--- config.mk ---
export PLATFORM = sky130hd
export DESIGN_NAME = adder_pipe
export DESIGN_NICKNAME = d
export VERILOG_FILES = /design/src/rtl/adder_pkg.sv /design/src/rtl/adder_chunk.sv /design/src/rtl/adder_pipe.sv
export SDC_FILE = /design/constraint.sdc
export NUM_CORES = 1
export LEC_CHECK = 0
export ABC_AREA = 1
export CORE_ASPECT_RATIO = 1.2
export CORE_MARGIN = 10
export CORE_UTILIZATION = 40
export DETAILED_ROUTE_END_ITERATION = 10
export PLACE_DENSITY = 0.62
export SLEW_MARGIN = 0
export SYNTH_ARGS = -nofsm -noshare
export SYNTH_HDL_FRONTEND = slang
export SYNTH_SLANG_ARGS = --single-unit
export TNS_END_PERCENT = 20
--- constraint.sdc ---
create_clock -name clk -period 8.3 [get_ports clk]
set_input_delay 2.075 -clock clk [delete_from_list [all_inputs] [get_ports clk]]
set_output_delay 2.075 -clock clk [all_outputs]
set_load 0.01 [all_outputs]
--- src/rtl/adder_pkg.sv ---
// ----------------------------------------------------------------------------
// adder_pkg: shared defaults and chunk sizing for the pipelined adder
// Rev 1.0
// ----------------------------------------------------------------------------
`default_nettype none

package adder_pkg;

  localparam int DEF_WIDTH  = 16;
  localparam int DEF_STAGES = 4;

  function automatic int chunk_width(input int width, input int stages);
    return (stages > 0) ? width / stages : width;
  endfunction

endpackage

`default_nettype wire

--- src/rtl/adder_chunk.sv ---
// ----------------------------------------------------------------------------
// adder_chunk: combinational CHUNK-bit adder with carry in and carry out
// Rev 1.0
// ----------------------------------------------------------------------------
`default_nettype none

module adder_chunk #(
  parameter int CHUNK = 4
) (
  input  logic [CHUNK-1:0] a,
  input  logic [CHUNK-1:0] b,
  input  logic             c_in,
  output logic [CHUNK-1:0] sum,
  output logic             c_out
);

  assign {c_out, sum} = {1'b0, a} + {1'b0, b} + {{CHUNK{1'b0}}, c_in};

endmodule

`default_nettype wire

--- src/rtl/adder_pipe.sv ---
// ----------------------------------------------------------------------------
// adder_pipe: carry-pipelined WIDTH-bit adder, one CHUNK per stage, valid/ready
// Rev 1.0
// ----------------------------------------------------------------------------
`default_nettype none

module adder_pipe
  import adder_pkg::*;
#(
  parameter int WIDTH  = DEF_WIDTH,
  parameter int STAGES = DEF_STAGES
) (
  input  logic             clk,
  input  logic             rst,
  input  logic             in_valid,
  output logic             in_ready,
  input  logic [WIDTH-1:0] a,
  input  logic [WIDTH-1:0] b,
  input  logic             c_in,
  output logic             out_valid,
  input  logic             out_ready,
  output logic [WIDTH-1:0] sum,
  output logic             c_out,
  output logic             ovf
);

  localparam int CHUNK = chunk_width(WIDTH, STAGES);

  if (STAGES < 1 || (WIDTH % STAGES) != 0) begin : g_param_check
    $error("adder_pipe: WIDTH must be a positive multiple of STAGES");
  end

  logic adv;

  assign adv      = out_ready | ~out_valid;
  assign in_ready = adv;

  // Stage k sees operand chunks k..STAGES-1 and result chunks 0..k-1.
  for (genvar k = 0; k < STAGES; k++) begin : g_stage
    localparam int OPW  = (STAGES - k) * CHUNK;
    localparam int RESW = (k + 1) * CHUNK;

    logic [OPW-1:0]   ops_a;
    logic [OPW-1:0]   ops_b;
    logic             carry_in;
    logic             valid_in;
    logic [RESW-1:0]  res_d;
    logic [RESW-1:0]  res_q;
    logic [CHUNK-1:0] chunk_sum;
    logic             chunk_cout;
    logic             carry_q;
    logic             valid_q;

    if (k == 0) begin : g_head
      assign ops_a    = a;
      assign ops_b    = b;
      assign carry_in = c_in;
      assign valid_in = in_valid;
      assign res_d    = chunk_sum;
    end else begin : g_body
      assign ops_a    = g_stage[k-1].g_skew.a_q;
      assign ops_b    = g_stage[k-1].g_skew.b_q;
      assign carry_in = g_stage[k-1].carry_q;
      assign valid_in = g_stage[k-1].valid_q;
      assign res_d    = {chunk_sum, g_stage[k-1].res_q};
    end

    adder_chunk #(
      .CHUNK (CHUNK)
    ) u_chunk (
      .a     (ops_a[CHUNK-1:0]),
      .b     (ops_b[CHUNK-1:0]),
      .c_in  (carry_in),
      .sum   (chunk_sum),
      .c_out (chunk_cout)
    );

    always_ff @(posedge clk or posedge rst) begin
      if (rst) begin
        valid_q <= 1'b0;
        carry_q <= 1'b0;
        res_q   <= '0;
      end else if (adv) begin
        valid_q <= valid_in;
        carry_q <= chunk_cout;
        res_q   <= res_d;
      end
    end

    if (k < STAGES - 1) begin : g_skew
      logic [OPW-CHUNK-1:0] a_q;
      logic [OPW-CHUNK-1:0] b_q;

      always_ff @(posedge clk or posedge rst) begin
        if (rst) begin
          a_q <= '0;
          b_q <= '0;
        end else if (adv) begin
          a_q <= ops_a[OPW-1:CHUNK];
          b_q <= ops_b[OPW-1:CHUNK];
        end
      end
    end else begin : g_tail
      // The top operand chunk still carries both sign bits here.
      logic ovf_q;

      always_ff @(posedge clk or posedge rst) begin
        if (rst) begin
          ovf_q <= 1'b0;
        end else if (adv) begin
          ovf_q <= (ops_a[CHUNK-1] == ops_b[CHUNK-1]) &&
                   (chunk_sum[CHUNK-1] != ops_a[CHUNK-1]);
        end
      end
    end
  end

  assign out_valid = g_stage[STAGES-1].valid_q;
  assign sum       = g_stage[STAGES-1].res_q;
  assign c_out     = g_stage[STAGES-1].carry_q;
  assign ovf       = g_stage[STAGES-1].g_tail.ovf_q;

endmodule

`default_nettype wire

# Yosys cells after proc, flatten, opt, wreduce, memory -nomap -nowiden
# Cells that the tools add are included.
# word_totals
rom_bits	0
latchBits	0
n_memories	0
ram_bits	0
input_bits	37
word_cells	32
reg_bits	97
# classes
n_lt_le_gt_ge	0
reduce_logical	1
div_mod_pow	0
n_shift	0
mul	0
muxes	0
bitwise_logic	2
n_eq_ne	2
add_sub_neg	8
# op_table
cell	n
4-bit by 4-bit adder with 5-bit output	4
5-bit by 1-bit adder with 5-bit output	4
1-bit == test	1
1-bit logical AND	1
1-bit != test	1
1-bit NOT	1
1-bit OR	1

# Depth between registers and ports, before layout
# Gate-level depths: netlist of the first run.
# logic_depth
ltp_word	4
mapped_depth	8
depth_no_buf	8

# Hierarchy
# A second synthesis of the first run with hierarchy kept.
# unflattened
cells_unflattened	481
area_unflattened_um2	4280.4
# modules_own_cells
module	cells_per_inst	n_inst	area_per_inst_um2	seq_area_each_um2
adder_pipe	385	1	3634.7	2427.3
adder_chunk (g_stage[0].u_chunk ...)	25	3	165.2	0.0
adder_chunk (g_stage[3].u_chunk)	21	1	150.1	0.0

# Least setup slack after synthesis of the first run
# OpenSTA, ideal clock, no wires.
# synth_path
path_type	input port to output port
startpoint	input out_ready
endpoint	output in_ready
arrival_ps	2585
t_required_ps	6225
path_slack_ps	3640
path_stages	4
path_cell_list	nor2_4 -> inv_2 -> buf_4 -> buf_6
# synth_via
elab_chain_len	1
# synth_rtl
element	line_no	rtl
start: declaration	adder_pipe.sv:21	input logic out_ready,
1-bit OR	adder_pipe.sv:35	assign adv = out_ready | ~out_valid;
end: declaration	adder_pipe.sv:16	output logic in_ready,
# No other way between the ends.

# Final worst setup path of the first run
# Ends and elaborated chain as after synthesis.

==> flow_summary.ini, run 1 <==
[sta]
fin_setup_tns_ns = 0
finalSetupViolCount = 0
fmax_mhz = 189
finClkSkew_ns = 0.00590
period_share = 0.637
finalHoldViolCount = 0
fin_hold_ws_ns = 0.468
tightest_slew_ns = 0.981
slew_headroom = 0.346
rsz0062_at_grt = false
drv_slew = 0
layout_min_cycle_time_ns = 5.29

[logic_synthesis]
synth_top_family_by_area = simple AND/OR/NAND/NOR gates
yosys.cell_types.count = 19
synth_ff_type = dfrtp_1
yosys.cell_count.top_type = nand2_1
synth_top_area_cell = dfrtp_1
synth_warnings = 0
synth_mux_area_frac = 0
async_flop_share = 1.00
ys_top_cells_by_area = dfrtp_1 58%, nand2_1 14%, o21ai_0 7.7%, inv_1 4.2%, fa_1 3.8%
synthTopCellsByCount = 160 x nand2_1, 97 x dfrtp_1, 64 x o21ai_0, 47 x inv_1, 17 x nand3_1
syn_area_per_cell_um2 = 9.21
yosys.area_share.simple = 0.183
synth_xor_xnor_area_share = 0
synth_fa_ha_area_frac = 0.0744
netlist_area_um2 = 4170
syn_nets = 510
ys_ff_latch = 97
synth.top_cell.area_share = 0.582
synth-seq-area-share = 0.582
syn_inst = 453
synth_compound_gate_area_share = 0.0900
synth_edf_count = 0

[drt]
vias = 2920
drt_pre_antenna_iters = 4
viasPerCell = 4.63
drc = 0
drt-wirelength-per-cell_um = 12.2
drt_iter0_markers = 145
wirelength_mm = 7.72
ant_nets = 0

[floorplanning]
ioPinCount = 57
die_y_um = 132
die_area_um2 = 14900
initial_core_util = 0.413
die_w_um = 113
core_um2 = 10100
rows = 40

[clocking]
postCtsSetupRepairBufs = 0
hold_buffers = 0
path_clk_slew_ns = 0.06
htree_levels = 3
cts_tree = yes
cts_resized = 0
numCtsBuffers = 9
clk_latency_ns = 0.34
cts_sinks = 97
cts_buffer_depth = 2
clock-root-buffer = clkbuf_16

[critical_path]
reg2reg_depth = 6
arrival_ns = 3.21
critPathKind = input port to output port
timing.critical_path.max_delay_family = buffers and inverters
cp_num_buf_inv = 3
path_cells = clkdlybuf4s50_1 -> nor2_4 -> inv_2 -> clkdlybuf4s50_1
r2r_slack_ns = 6.58
worst_path_largest_cell_delay_ns = 0.53
slowest_stage = clkdlybuf4s50_1
path_common_cell = clkdlybuf4s50_1
r2r_start = g_stage[1].carry_q
worstReg2RegEnd = g_stage[2].carry_q
required_ns = 6.23
critPathMaxFanout = 2
crit_path_end_kind = output port
cp-start-kind = input port

[place]
numPortBuffers = 56
place.gp.congestion = 0.748
dp.cells = 618
dp_hpwl_mm = 5.10

[min_path]
min_path_type = flip-flop to flip-flop
hp-start = g_stage[2].res_q[4]
hold_path_depth = 2
hold_path_end = sum[4]

[cells_and_area]
drive_gt1_frac = 0.0376
fin_cells = 631
diodes = 0
nets = 560
synthToLayoutAreaGrowth_pct = 21.0

[power_and_ir_drop]
powerDensity_nw_per_um2 = 352
irDropWorstVdd_mv = 0.128
leakage_nw = 2.48

[global_route]
grt_start_max_net_pins = 98
antenna_found_initial = 0
track_usage = 0.111
grt_first_pass_wirelength_mm = 13.7
grt_overflow_total = 0
grt_pass1_vias = 3045

[run_status]
status = finished clean

[job]
maxCapViolations = 0
-- where the power goes --
| group | total (mW) | internal (mW) | leakage [nW] | switching (mW) |
|---|---|---|---|---|
| combinational | 0.637 | 0.279 | 1.19 | 0.358 |
| clock | 0.363 | 0.206 | 0.124 | 0.157 |
| sequential | 0.777 | 0.678 | 1.17 | 0.0985 |
-- worst max path at each step --
stage | end | cells after the start | slack [ns] | startpoint
2_1_floorplan | in_ready | 4 | 3.64 | out_ready
3_3_place_gp | in_ready | 4 | 3.00 | out_ready
3_5_place_dp | in_ready | 4 | 3.00 | out_ready
4_1_cts | in_ready | 4 | 3.00 | out_ready
5_1_grt | in_ready | 4 | 2.96 | out_ready
6_report | in_ready | 4 | 3.01 | out_ready
-- flip-flops by register name, indices dropped and copies added (netlist names) --
signal and cells:
ovf 1, c_out 1, g_stage.carry_q 3, g_stage.g_skew.a_q 24
sum 16, out_valid 1, g_stage.valid_q 3, g_stage.res_q 24
g_stage.g_skew.b_q 24
-- kinds of logic after synthesis --
| logic type | Yosys count |
|---|---|
| compound gates | 74 |
| fa+ha+maj | 20 |
| buf+inv | 68 |
| flops | 97 |
| simple gates | 194 |
-- placed cells by master, fill, tap and decap left out, types with 2 or more instances in the layout --
master           count
or2_2                2
clkbuf_16            9
inv_1               46
dfrtp_1             97
nand3_1             17
nor2_1              14
a21oi_1              7
ha_1                12
clkbuf_1             2
clkdlybuf4s50_1     56
nand2_1            160
fa_1                 8
o21ai_0             64
buf_4                3
-- worst reg2reg max path: cells and delay by family, from the launching register on --
kind / cells / cell delay [ns]
fa+ha+maj: 2 / 0.87
flops: 1 / 0.40
simple gates: 1 / 0.07
buf+inv: 1 / 0.04
compound gates: 2 / 0.23
-- per-stage QoR --
step | total power [mW] | instance area (µm²) | worst slack, ns | util
finish | 1.78 | 5050 | 3.01 | 0.500
global placement | 1.41 | 4800 | 3.00 | 0.475
global route | 1.95 | 5050 | 2.96 | 0.500
floorplan | 1.21 | 4170 | 3.64 | -
CTS | 1.81 | 5050 | 3.00 | 0.500
detailed placement | 1.44 | 4800 | 3.00 | 0.475
-- area by class of cell --
type	count	area, µm²
clock inverters	1	5.00
repair buffers	59	583
well taps	126	158
multi-input cells	288	1450
clock buffers	12	246
inverters	48	183
flip-flops and latches	97	2430
fillers	957	5060
-- metal layers --
layer / vias to the layer above / share of wire / global-route usage
met5: - / 0 / 0
met4: 0 / 0.021 / 0.0516
met3: 11 / 0.055 / 0.0378
met2: 55 / 0.46 / 0.174
met1: 1339 / 0.47 / 0.132
li1: 1515 / - / -
(Power assumes the default switching activity.)
==> run 2, diff against run 1 <==
PLACE_DENSITY = 0.65   (was 0.62)
clock period = 4.3 ns   (was 8.3 ns; I/O delays follow)
==> run 2 against run 1 <==
Effect of this change: clock-buffer cell count decreased by 3; non-clock buffer count increased by 1; sequential share of layout area down 0.93 points; clock power rose by 150%; highest routed layer unchanged; sequential cell count unchanged; total power rose by 110%.
==> flow_summary.ini, run 2 (synthesis results as in run 1) <==
[min_path]
min_path_type = flip-flop to flip-flop

[sta]
tightest_slew_ns = 0.870
fin_hold_ws_ns = 0.464
finalHoldViolCount = 0
layout_min_cycle_time_ns = 3.29
rsz0062_at_grt = false
finClkSkew_ns = 0.00430
fin_setup_tns_ns = 0
finalSetupViolCount = 0
fmax_mhz = 304
slew_headroom = 0.420
drv_slew = 0
fin_ws_ns = 1.01
period_share = 0.765

[job]
maxCapViolations = 0

[critical_path]
path_cells = clkdlybuf4s50_1 -> nor2_4 -> inv_2 -> clkdlybuf4s50_1
reg2reg_depth = 7
cp-start-kind = input port
path_common_cell = clkdlybuf4s50_1
critPathKind = input port to output port
required_ns = 3.22
cp_num_cells = 4
critPathMaxFanout = 2
crit_path_end_kind = output port
r2r_slack_ns = 2.58
worstReg2RegEnd = g_stage[2].res_q[10]
setup.worst_path.start = out_ready
worst_path_largest_cell_delay_ns = 0.52
r2r_start = g_stage[1].carry_q
crit_path_end = in_ready
arrival_ns = 2.22
timing.critical_path.max_delay_family = buffers and inverters
slowest_stage = clkdlybuf4s50_1
cp_num_buf_inv = 3

[run_status]
status = finished clean

[power_and_ir_drop]
internal-power_mw = 2.41
combPwrFrac = 0.339
seqPwrFrac = 0.413
leakage_nw = 2.53
irDropWorstVdd_mv = 0.212
p_sw_frac = 0.337
pwr-share-clk = 0.248
powerDensity_nw_per_um2 = 708
netSwitchingPower_mw = 1.23

[global_route]
antenna_found_initial = 0
grt_start_max_net_pins = 98
grt_overflow_total = 0
grt_first_pass_wirelength_mm = 14.2
track_usage = 0.113
grt_pass1_vias = 3125

[floorplanning]
die_area_um2 = 14900
ioPinCount = 57
initial_core_util = 0.413
die_w_um = 113
core_um2 = 10100
rows = 40
die_y_um = 132

[drt]
drt-wirelength-per-cell_um = 12.7
drc = 0
vias = 2991
ant_nets = 0
viasPerCell = 4.71
drt_pre_antenna_iters = 4
wirelength_mm = 8.04
drt_iter0_markers = 150

[clocking]
clk_latency_ns = 0.34
numCtsBuffers = 9
htree_levels = 3
path_clk_slew_ns = 0.06
cts_buffer_depth = 2
hold_buffers = 0
clock-root-buffer = clkbuf_16
cts_tree = yes
cts_resized = 0
postCtsSetupRepairBufs = 0
cts_sinks = 97

[cells_and_area]
reg.largest.list = g_stage.g_skew.a_q x24, g_stage.g_skew.b_q x24, g_stage.res_q x24
diodes = 0
drive_gt1_frac = 0.0491
nets = 561
most-common-layout-cells = 160 x nand2_1, 97 x dfrtp_1, 64 x o21ai_0, 56 x clkdlybuf4s50_1, 46 x inv_1
synthToLayoutAreaGrowth_pct = 23.4
layout_commonest_cell = nand2_1
fin_area_um2 = 5150

[place]
numPortBuffers = 56
dp_hpwl_mm = 5.35
place.gp.congestion = 0.828
dp_slack_ns = 0.996
dpl_cell_area_um2 = 4810
-- run 2: routing by layer --
metal,routed length [µm],track usage
met2,3910,0.181
met4,102,0.0473
met3,332,0.0310
met1,3690,0.139
met5,0,0
-- run 2: cell type report --
cell class | instances | area [µm²]
Fill cell | 941 | 4960
Sequential cell | 97 | 2430
Multi-Input combinational cell | 288 | 1450
Timing Repair Buffer | 60 | 591
Clock buffer | 9 | 225
Inverter | 48 | 183
Tap cell | 126 | 158
Clock inverter | 7 | 119
-- run 2: worst min path at each step --
| stage | depth (start not counted) | startpoint | to | slack, ns |
|---|---|---|---|---|
| after floorplan | 1 | g_stage[2].valid_q | out_valid | 0.44 |
| after global placement | 2 | g_stage[2].res_q[0] | sum[0] | 0.45 |
| after detailed placement | 1 | g_stage[2].valid_q | out_valid | 0.45 |
| after CTS | 1 | g_stage[2].valid_q | out_valid | 0.47 |
| after global routing | 1 | g_stage[2].valid_q | out_valid | 0.50 |
| final | 1 | g_stage[2].valid_q | out_valid | 0.46 |
-- run 2: power groups by stage --
stage / combinational (mW) / sequential (mW) / clock [mW]
global placement: 1.22 / 1.50 / 0
floorplan: 0.817 / 1.52 / 0
detailed placement: 1.26 / 1.52 / 0
CTS: 1.27 / 1.51 / 0.927
global route: 1.46 / 1.55 / 0.965
finish: 1.24 / 1.50 / 0.905
-- run 2: stage by stage --
step                cells   util  total power [mW]
CTS                   635  0.509              3.71
floorplan             453      -              2.34
finish                635  0.509              3.64
global route          635  0.509              3.98
global placement      619  0.475              2.72
detailed placement    619  0.475              2.78
==> run 3, diff against run 2 <==
clock period = 3 ns   (was 4.3 ns; I/O delays follow)
==> run 3 against run 2 <==
Effect of this change: sequential cell count stayed put; sequential share of layout area is 0.10 points higher; design area is 0.22% lower; total power is 42% higher; critical path type unchanged; critical endpoint unchanged; largest cell class unchanged.
==> flow_summary.ini, run 3 (synthesis results as in run 1) <==
[sta]
finalSetupViolCount = 0
period_share = 0.879
rsz0062_at_grt = false
tightest_slew_ns = 0.842
fmax_mhz = 379
finClkSkew_ns = 0.00542
fin_setup_tns_ns = 0
fin_ws_ns = 0.364
finalHoldViolCount = 0
layout_min_cycle_time_ns = 2.64
slew_headroom = 0.439
drv_slew = 0

[global_route]
grt_overflow_total = 0
grt_start_max_net_pins = 98
grt_first_pass_wirelength_mm = 13.7
grt_pass1_vias = 3088
track_usage = 0.109
antenna_found_initial = 0

[clocking]
cts_resized = 0
hold_buffers = 0
htree_levels = 3
postCtsSetupRepairBufs = 0
cts_buffer_depth = 2
cts_tree = yes
clk_latency_ns = 0.33
cts_sinks = 97
path_clk_slew_ns = 0.06
numCtsBuffers = 9
clock-root-buffer = clkbuf_16

[critical_path]
reg2reg_depth = 7
critPathKind = input port to output port
r2r_slack_ns = 1.21
critPathMaxFanout = 2
crit_path_end_kind = output port
worstReg2RegEnd = g_stage[2].res_q[10]
arrival_ns = 1.89
cp-start-kind = input port
crit_path_end = in_ready
required_ns = 2.25
setup.worst_path.start = out_ready
r2r_start = g_stage[1].carry_q

[floorplanning]
die_y_um = 132
ioPinCount = 57
die_w_um = 113
die_area_um2 = 14900
rows = 40
core_um2 = 10100
initial_core_util = 0.413

[cells_and_area]
diodes = 0
num-fill-cells = 954
synthToLayoutAreaGrowth_pct = 23.1
most-common-layout-cells = 160 x nand2_1, 97 x dfrtp_1, 64 x o21ai_0, 56 x clkdlybuf4s50_1, 46 x inv_1
nets = 560
reg.largest.list = g_stage.g_skew.a_q x24, g_stage.g_skew.b_q x24, g_stage.res_q x24
fin_area_um2 = 5140
drive_gt1_frac = 0.0394
layout_commonest_cell = nand2_1

[place]
dp_slack_ns = 0.351
dp_hpwl_mm = 5.21
numPortBuffers = 56
dpl_cell_area_um2 = 4810
place.gp.congestion = 0.825

[power_and_ir_drop]
leakage_nw = 2.52
irDropWorstVdd_mv = 0.329
p_total_mw = 5.18
powerDensity_nw_per_um2 = 1010

[drt]
viasPerCell = 4.70
wirelength_mm = 7.83
drt_pre_antenna_iters = 4
drt-wirelength-per-cell_um = 12.4
ant_nets = 0
drc = 0
vias = 2977
drt_iter0_markers = 250

[job]
maxCapViolations = 0

[run_status]
status = finished clean

[min_path]
min_path_type = flip-flop to flip-flop
## run 3: cell count changes in the layout (fill, tap and decap cells not counted), sizes merged
cell / delta
inv: -1
buf: -1
clkbuf: +3
clkinv: -2
clkinvlp: -1
## run 3: worst min path at each step
stage | from | end | slack, ns | cells after the start
floorplan | g_stage[2].valid_q | out_valid | 0.44 | 1
global placement | g_stage[2].valid_q | out_valid | 0.45 | 1
detailed placement | g_stage[1].res_q[5] | g_stage[2].res_q[5] | 0.45 | 2
CTS | g_stage[1].res_q[5] | g_stage[2].res_q[5] | 0.46 | 2
global route | g_stage[2].valid_q | out_valid | 0.49 | 1
finish | g_stage[1].res_q[5] | g_stage[2].res_q[5] | 0.46 | 2
## run 3: report_power, final
group          switching [mW]  internal [mW]  total, mW
clock network           0.439          0.811       1.25
registers               0.274           1.88       2.15
logic                    1.01          0.775       1.78
## run 3: routing by layer
metal	GRT usage	share of wire	routed length, µm
met1	0.131	0.45	3520
met2	0.168	0.47	3650
met3	0.0383	0.061	476
met4	0.0544	0.023	178
met5	0	0	0
## run 3: final cells by class
class,count,area [µm²],share of cell area
clock buffer,12,236,0.0460
multi-input combinational,288,1450,0.282
tap,126,158,0.0307
inverter,48,184,0.0358
clock inverter,3,90.1,0.0175
timing repair buffer,59,596,0.116
sequential,97,2430,0.472
## run 3: worst max-delay path, stage by stage
cell and delay (ns):
clkdlybuf4s50_1 0.50, nor2_4 0.06, inv_2 0.05, clkdlybuf4s50_1 0.52
## run 3: through the flow
step | utilization | cells | hold WS [ns]
after floorplan | - | 453 | 0.440
after global placement | 0.476 | 618 | 0.450
after detailed placement | 0.476 | 618 | 0.450
after CTS | 0.508 | 633 | 0.463
after global routing | 0.508 | 633 | 0.494
final | 0.508 | 633 | 0.460
==> patch 1: new RTL, flow settings as in run 1 <==
The package constant `DEF_WIDTH` goes from 16 to 20.
--- a/src/rtl/adder_pkg.sv
+++ b/src/rtl/adder_pkg.sv
@@ -7,5 +7,5 @@
 package adder_pkg;
 
-  localparam int DEF_WIDTH  = 16;
+  localparam int DEF_WIDTH  = 20;
   localparam int DEF_STAGES = 4;
 
Ports: changed (resized a, b and sum); port bits go from 57 to 69. The function was not compared with the original's and may differ.
==> patch 1 against run 1 <==
  * Worst setup slack worse by 660 ps
  * Sequential cell count increased by 22
  * Design area increased by 32%
  * Global-route usage up 1.4 points
  * Wire length up 40%
  * Synthesized area up 26%
  * Maximum frequency decreased by 11%
  * Via count increased by 34%
  * Clock power increased by 100%
  * Power rose by 44%
  * Critical path type unchanged
==> patch 1: results (changes against run 1) <==
[outcome]
status=complete, no violations  ; unchanged

[cells_and_area]
layout-drive-gt1-share=0.05318  ; was 0.03762
fillers=1148  ; was 957
top_regs=g_stage.g_skew.a_q (30), g_stage.g_skew.b_q (30), g_stage.res_q (30)  ; was g_stage.g_skew.a_q (24), g_stage.g_skew.b_q (24), g_stage.res_q (24)
nNetsFinal=734  ; was 560
num_antenna_cells=0  ; unchanged

[synth]
synthAdderAreaFrac=0.06854  ; was 0.07436
yosysWarnings=0  ; unchanged
synth_top_family_by_area=simple AND/OR/NAND/NOR gates  ; unchanged
synth_cell_type_count=19  ; unchanged
muxShareOfSynthArea=0  ; unchanged
synth_flop_cell=dfrtp_1  ; unchanged
ys_seq_area_frac=0.5664  ; was 0.5817
async_flop_share=1.000  ; unchanged
syn-num-nets=669  ; was 510
yosys.cell_count.top_type=nand2_1  ; unchanged
synth-xor-area-share=0.001666  ; was 0
ys_top_cells_by_count=238 x nand2_1, 119 x dfrtp_1, 65 x inv_1, 65 x o21ai_0, 29 x nand3_1  ; was 160 x nand2_1, 97 x dfrtp_1, 64 x o21ai_0
synth_area_leaders=dfrtp_1 57%, nand2_1 17%, o21ai_0 6.2%  ; was dfrtp_1 58%, nand2_1 14%, o21ai_0 7.7%
synth_compound_area_frac=0.08567  ; was 0.08996

[clock_tree]
cts_buffers=17  ; was 9
clock_latency_ps=400  ; was 340 ps
cts_max_level=4  ; was 3
clockBufferDepth=2  ; unchanged
cts_root_buffer=clkbuf_16  ; unchanged
cts.clk_slew.worst_paths_ps=50
cts.repair.resized=0  ; unchanged
cts_setup_buffers=0  ; unchanged

[pwr]
p_leak_nw=3.340  ; was 2.483 nW
vdd_drop_max_uv=315.1  ; was 127.8 uV

[drt]
via_per_inst=4.656  ; was 4.628
first_pass_iters=5  ; was 4
wl_microns=10790  ; was 7715 microns
first_iter_violations=344  ; was 145

[global_route]
track_usage=0.1245  ; was 0.1106
grt_pass1_wl_microns=18960  ; was 13740 microns
antenna_found_initial=0  ; unchanged
grt_pass1_vias=4031  ; was 3045
grt_max_degree=124  ; was 98

[placed_design]
portBuffers=68  ; was 56
hpwl_microns=7180  ; was 5099 microns
dpl_cell_area_sq_mm=0.006038  ; was 0.004798 sq mm
finalWeightedCongestion=0.8429  ; was 0.7477

[sta]
max_slew_margin=0.2633  ; was 0.3459
skew_ps=10.22  ; was 5.903 ps

[worst_setup_path]
crit_fanout=59  ; was 2
r2r_start=out_valid  ; was g_stage[1].carry_q
reg2reg_slack_ps=6280  ; was 6580 ps
startpoint=out_ready  ; unchanged
crit_arrival_ps=3870  ; was 3210 ps

[worst_hold_path]
hp-class=reg2reg  ; unchanged
hp-start=g_stage[2].valid_q  ; was g_stage[2].res_q[4]

[patch 1: cell types whose count changed in the layout (fill, tap and decap cells not counted), moves of 9 or more]
cell / change
nor2_1: -9
inv_1: +18
o21ai_1: +10
nand3_1: +12
nand2_1: +78
clkdlybuf4s50_1: +12
dfrtp_1: +22
[patch 1: path summary, 6_finish.rpt]
kind / end / cells after the start
min in group asynchronous: sum[19] / 2
worst max-delay path: in_ready / 4
worst min register to register: out_valid / 1
max in group asynchronous: g_stage[2].res_q[10] / 3
worst min-delay path: out_valid / 1
worst max register to register: g_stage[0].g_skew.b_q[0] / 6
[patch 1: area by class of cell]
class                           instances  area, sq um  share of cell area
Clock buffer                           23        488.0             0.07342
Clock inverter                          8        120.1             0.01807
Inverter                               66        251.5             0.03784
Multi-Input combinational cell        390         1901              0.2860
Sequential cell                       119         2978              0.4480
Tap cell                              164        205.2             0.03087
Timing Repair Buffer                   71        703.2              0.1058
[patch 1: metal layers]
layer  track usage  wire length, microns  vias to the layer above
met4       0.05951                   138                        0
met5             0                     0                        -
met1        0.1560                  4958                     1824
li1              -                     -                     2007
met3       0.04403                   502                       12
met2        0.1866                  5193                       73
[patch 1: critical path, stage by stage]
cell and delay (ps):
clkdlybuf4s50_1 440, nor2_4 130, clkinv_2 520, clkdlybuf4s50_1 680
[patch 1: logic make-up (layout without fill, tap and decap cells)]
logic type	count (synthesis)	after routing
buffers and inverters	91	168
XOR/XNOR	1	1
adder cells (fa/ha/maj)	24	24
AO/OA/AOI/OAI	90	90
flip-flops	119	119
AND/OR/NAND/NOR	275	275
[patch 1: through the flow]
| step | power [mW] | instances | setup slack, ps | hold slack, ps |
|---|---|---|---|---|
| after CTS | 2.596 | 841 | 2314 | 465.3 |
| after global placement | 1.794 | 810 | 2326 | 449.5 |
| after global routing | 2.784 | 841 | 2196 | 494.1 |
| final | 2.558 | 841 | 2357 | 461.6 |
| after detailed placement | 1.833 | 810 | 2323 | 452.6 |
| after floorplan | 1.534 | 600 | 3068 | 440.0 |
[patch 1: power breakdown]
part           total [mW]  internal (mW)  switching (mW)
Sequential          0.956          0.831           0.125
Combinational       0.859          0.359           0.500
Clock               0.743          0.501           0.242
Total                2.56           1.69           0.867
==> patch 2: new RTL, flow settings as in run 1 <==
Without the edit above. Put a register stage on the output `ovf`, cleared by the reset. The value now appears one clock later. The other outputs are not delayed to match.
--- a/src/rtl/adder_pipe.sv
+++ b/src/rtl/adder_pipe.sv
@@ -119,5 +119,11 @@
   assign sum       = g_stage[STAGES-1].res_q;
   assign c_out     = g_stage[STAGES-1].carry_q;
-  assign ovf       = g_stage[STAGES-1].g_tail.ovf_q;
+  always_ff @(posedge clk or posedge rst) begin
+    if (rst) begin
+      ovf <= '0;
+    end else begin
+      ovf <= g_stage[STAGES-1].g_tail.ovf_q;
+    end
+  end
 
 endmodule
Behaviour: not the same (Yosys sat finds a counterexample within 10 cycles, from zero or initial values and one cycle with rst high).
==> patch 2 against run 1 <==
  * Synthesized area up 0.60%
  * Wire length down 1.0%
  * Register-to-register slack worse by 400 ps
  * Worst setup slack worse by 690 ps
  * Sequential cell count up 1
  * Power up 3.5%
  * Synthesized cell count up 0.22%
  * First-iteration DRC count up 42%
  * Design area up 1.4%
  * Die area up 0.50%
  * Global-route usage up 0.090 points
  * Critical path type unchanged
  * Highest routed layer unchanged
==> patch 2: results (changes against run 1) <==
[outcome]
status=complete, no violations  ; unchanged

[synth]
ys_top_cells_by_count=160 x nand2_1, 98 x dfrtp_1, 64 x o21ai_0  ; was 160 x nand2_1, 97 x dfrtp_1, 64 x o21ai_0
synthAdderAreaFrac=0.07392  ; was 0.07436
synth_compound_area_frac=0.08942  ; was 0.08996
synth_area_leaders=dfrtp_1 58%, nand2_1 14%, o21ai_0 7.6%  ; was dfrtp_1 58%, nand2_1 14%, o21ai_0 7.7%
muxShareOfSynthArea=0  ; unchanged
yosysWarnings=0  ; unchanged
synth-xor-area-share=0  ; unchanged
syn-num-nets=511  ; was 510
synth_flop_cell=dfrtp_1  ; unchanged
ys_seq_area_frac=0.5842  ; was 0.5817

[worst_setup_path]
cp_slowest_stage_delay_ps=660  ; was 530 ps
cp_slowest_cell=buf_4  ; was clkdlybuf4s50_1
crit_fanout=97  ; was 2
crit_family=buffers and inverters  ; unchanged
crit_arrival_ps=3900  ; was 3210 ps

[drt]
drcViolationCount=0  ; unchanged
first_iter_violations=206  ; was 145
via_per_inst=4.655  ; was 4.628
wl_microns=7637  ; was 7715 microns

[pwr]
vdd_drop_max_uv=110.0  ; was 127.8 uV
p_leak_nw=2.519  ; was 2.483 nW

[global_route]
track_usage=0.1115  ; was 0.1106
grt_pass1_wl_microns=14060  ; was 13740 microns
antenna_found_initial=0  ; unchanged
grt_pass1_vias=3162  ; was 3045

[sta]
skew_ps=4.920  ; was 5.903 ps
max_slew_margin=0.4213  ; was 0.3459

[cells_and_area]
nNetsFinal=561  ; was 560
layout-drive-gt1-share=0.04126  ; was 0.03762

[clock_tree]
clockBufferDepth=2  ; unchanged
cts_max_level=3  ; unchanged

[placed_design]
finalWeightedCongestion=0.8208  ; was 0.7477
portBuffers=56  ; unchanged
hpwl_microns=5069  ; was 5099 microns
dpl_cell_area_sq_mm=0.004823  ; was 0.004798 sq mm

[worst_hold_path]
hp-class=reg2reg  ; unchanged

patch 2: changes by cell type after synthesis, sizes merged:
cell and change:
dfrtp +1
patch 2: cell type report:
class	count	area, sq um
clock inverter	2	35.03
inverter	48	182.7
timing repair buffer	59	583.1
sequential	98	2452
fill	956	5037
clock buffer	14	264.0
multi-input combinational	288	1448
tap	126	157.7
patch 2: power by group:
part           internal, mW  switching (mW)  total (mW)
sequential            0.685           0.101       0.785
combinational         0.281           0.360       0.641
clock                 0.250           0.162       0.411
patch 2: path summary, 6_finish.rpt:
| path | from | end | slack, ps | cells past startpoint |
|---|---|---|---|---|
| min in group asynchronous | rst | ovf | 2130 | 2 |
| max in group asynchronous | rst | g_stage[1].g_skew.b_q[0] | 5100 | 3 |
| max | out_ready | in_ready | 2320 | 5 |
| min | g_stage[3].g_tail.ovf_q | ovf | 370 | 0 |
| max reg2reg | out_valid | g_stage[0].g_skew.b_q[4] | 6180 | 7 |
| min reg2reg | g_stage[3].g_tail.ovf_q | ovf | 370 | 0 |
patch 2: metal layers:
metal | track usage | part of all wire | vias up
li1 | - | - | 1522
met1 | 0.1352 | 0.48 | 1382
met2 | 0.1756 | 0.46 | 42
met3 | 0.03233 | 0.043 | 10
met4 | 0.05438 | 0.019 | 0
met5 | 0 | 0 | -
patch 2: per-stage QoR:
step	worst slack, ps	cells	util	total power, mW
5_1_grt	2156	635	0.5042	2.018
3_5_place_dp	2327	619	0.4748	1.446
2_1_floorplan	3640	454	-	1.219
6_report	2323	635	0.5042	1.838
4_1_cts	2311	635	0.5042	1.868
3_3_place_gp	2333	619	0.4748	1.418
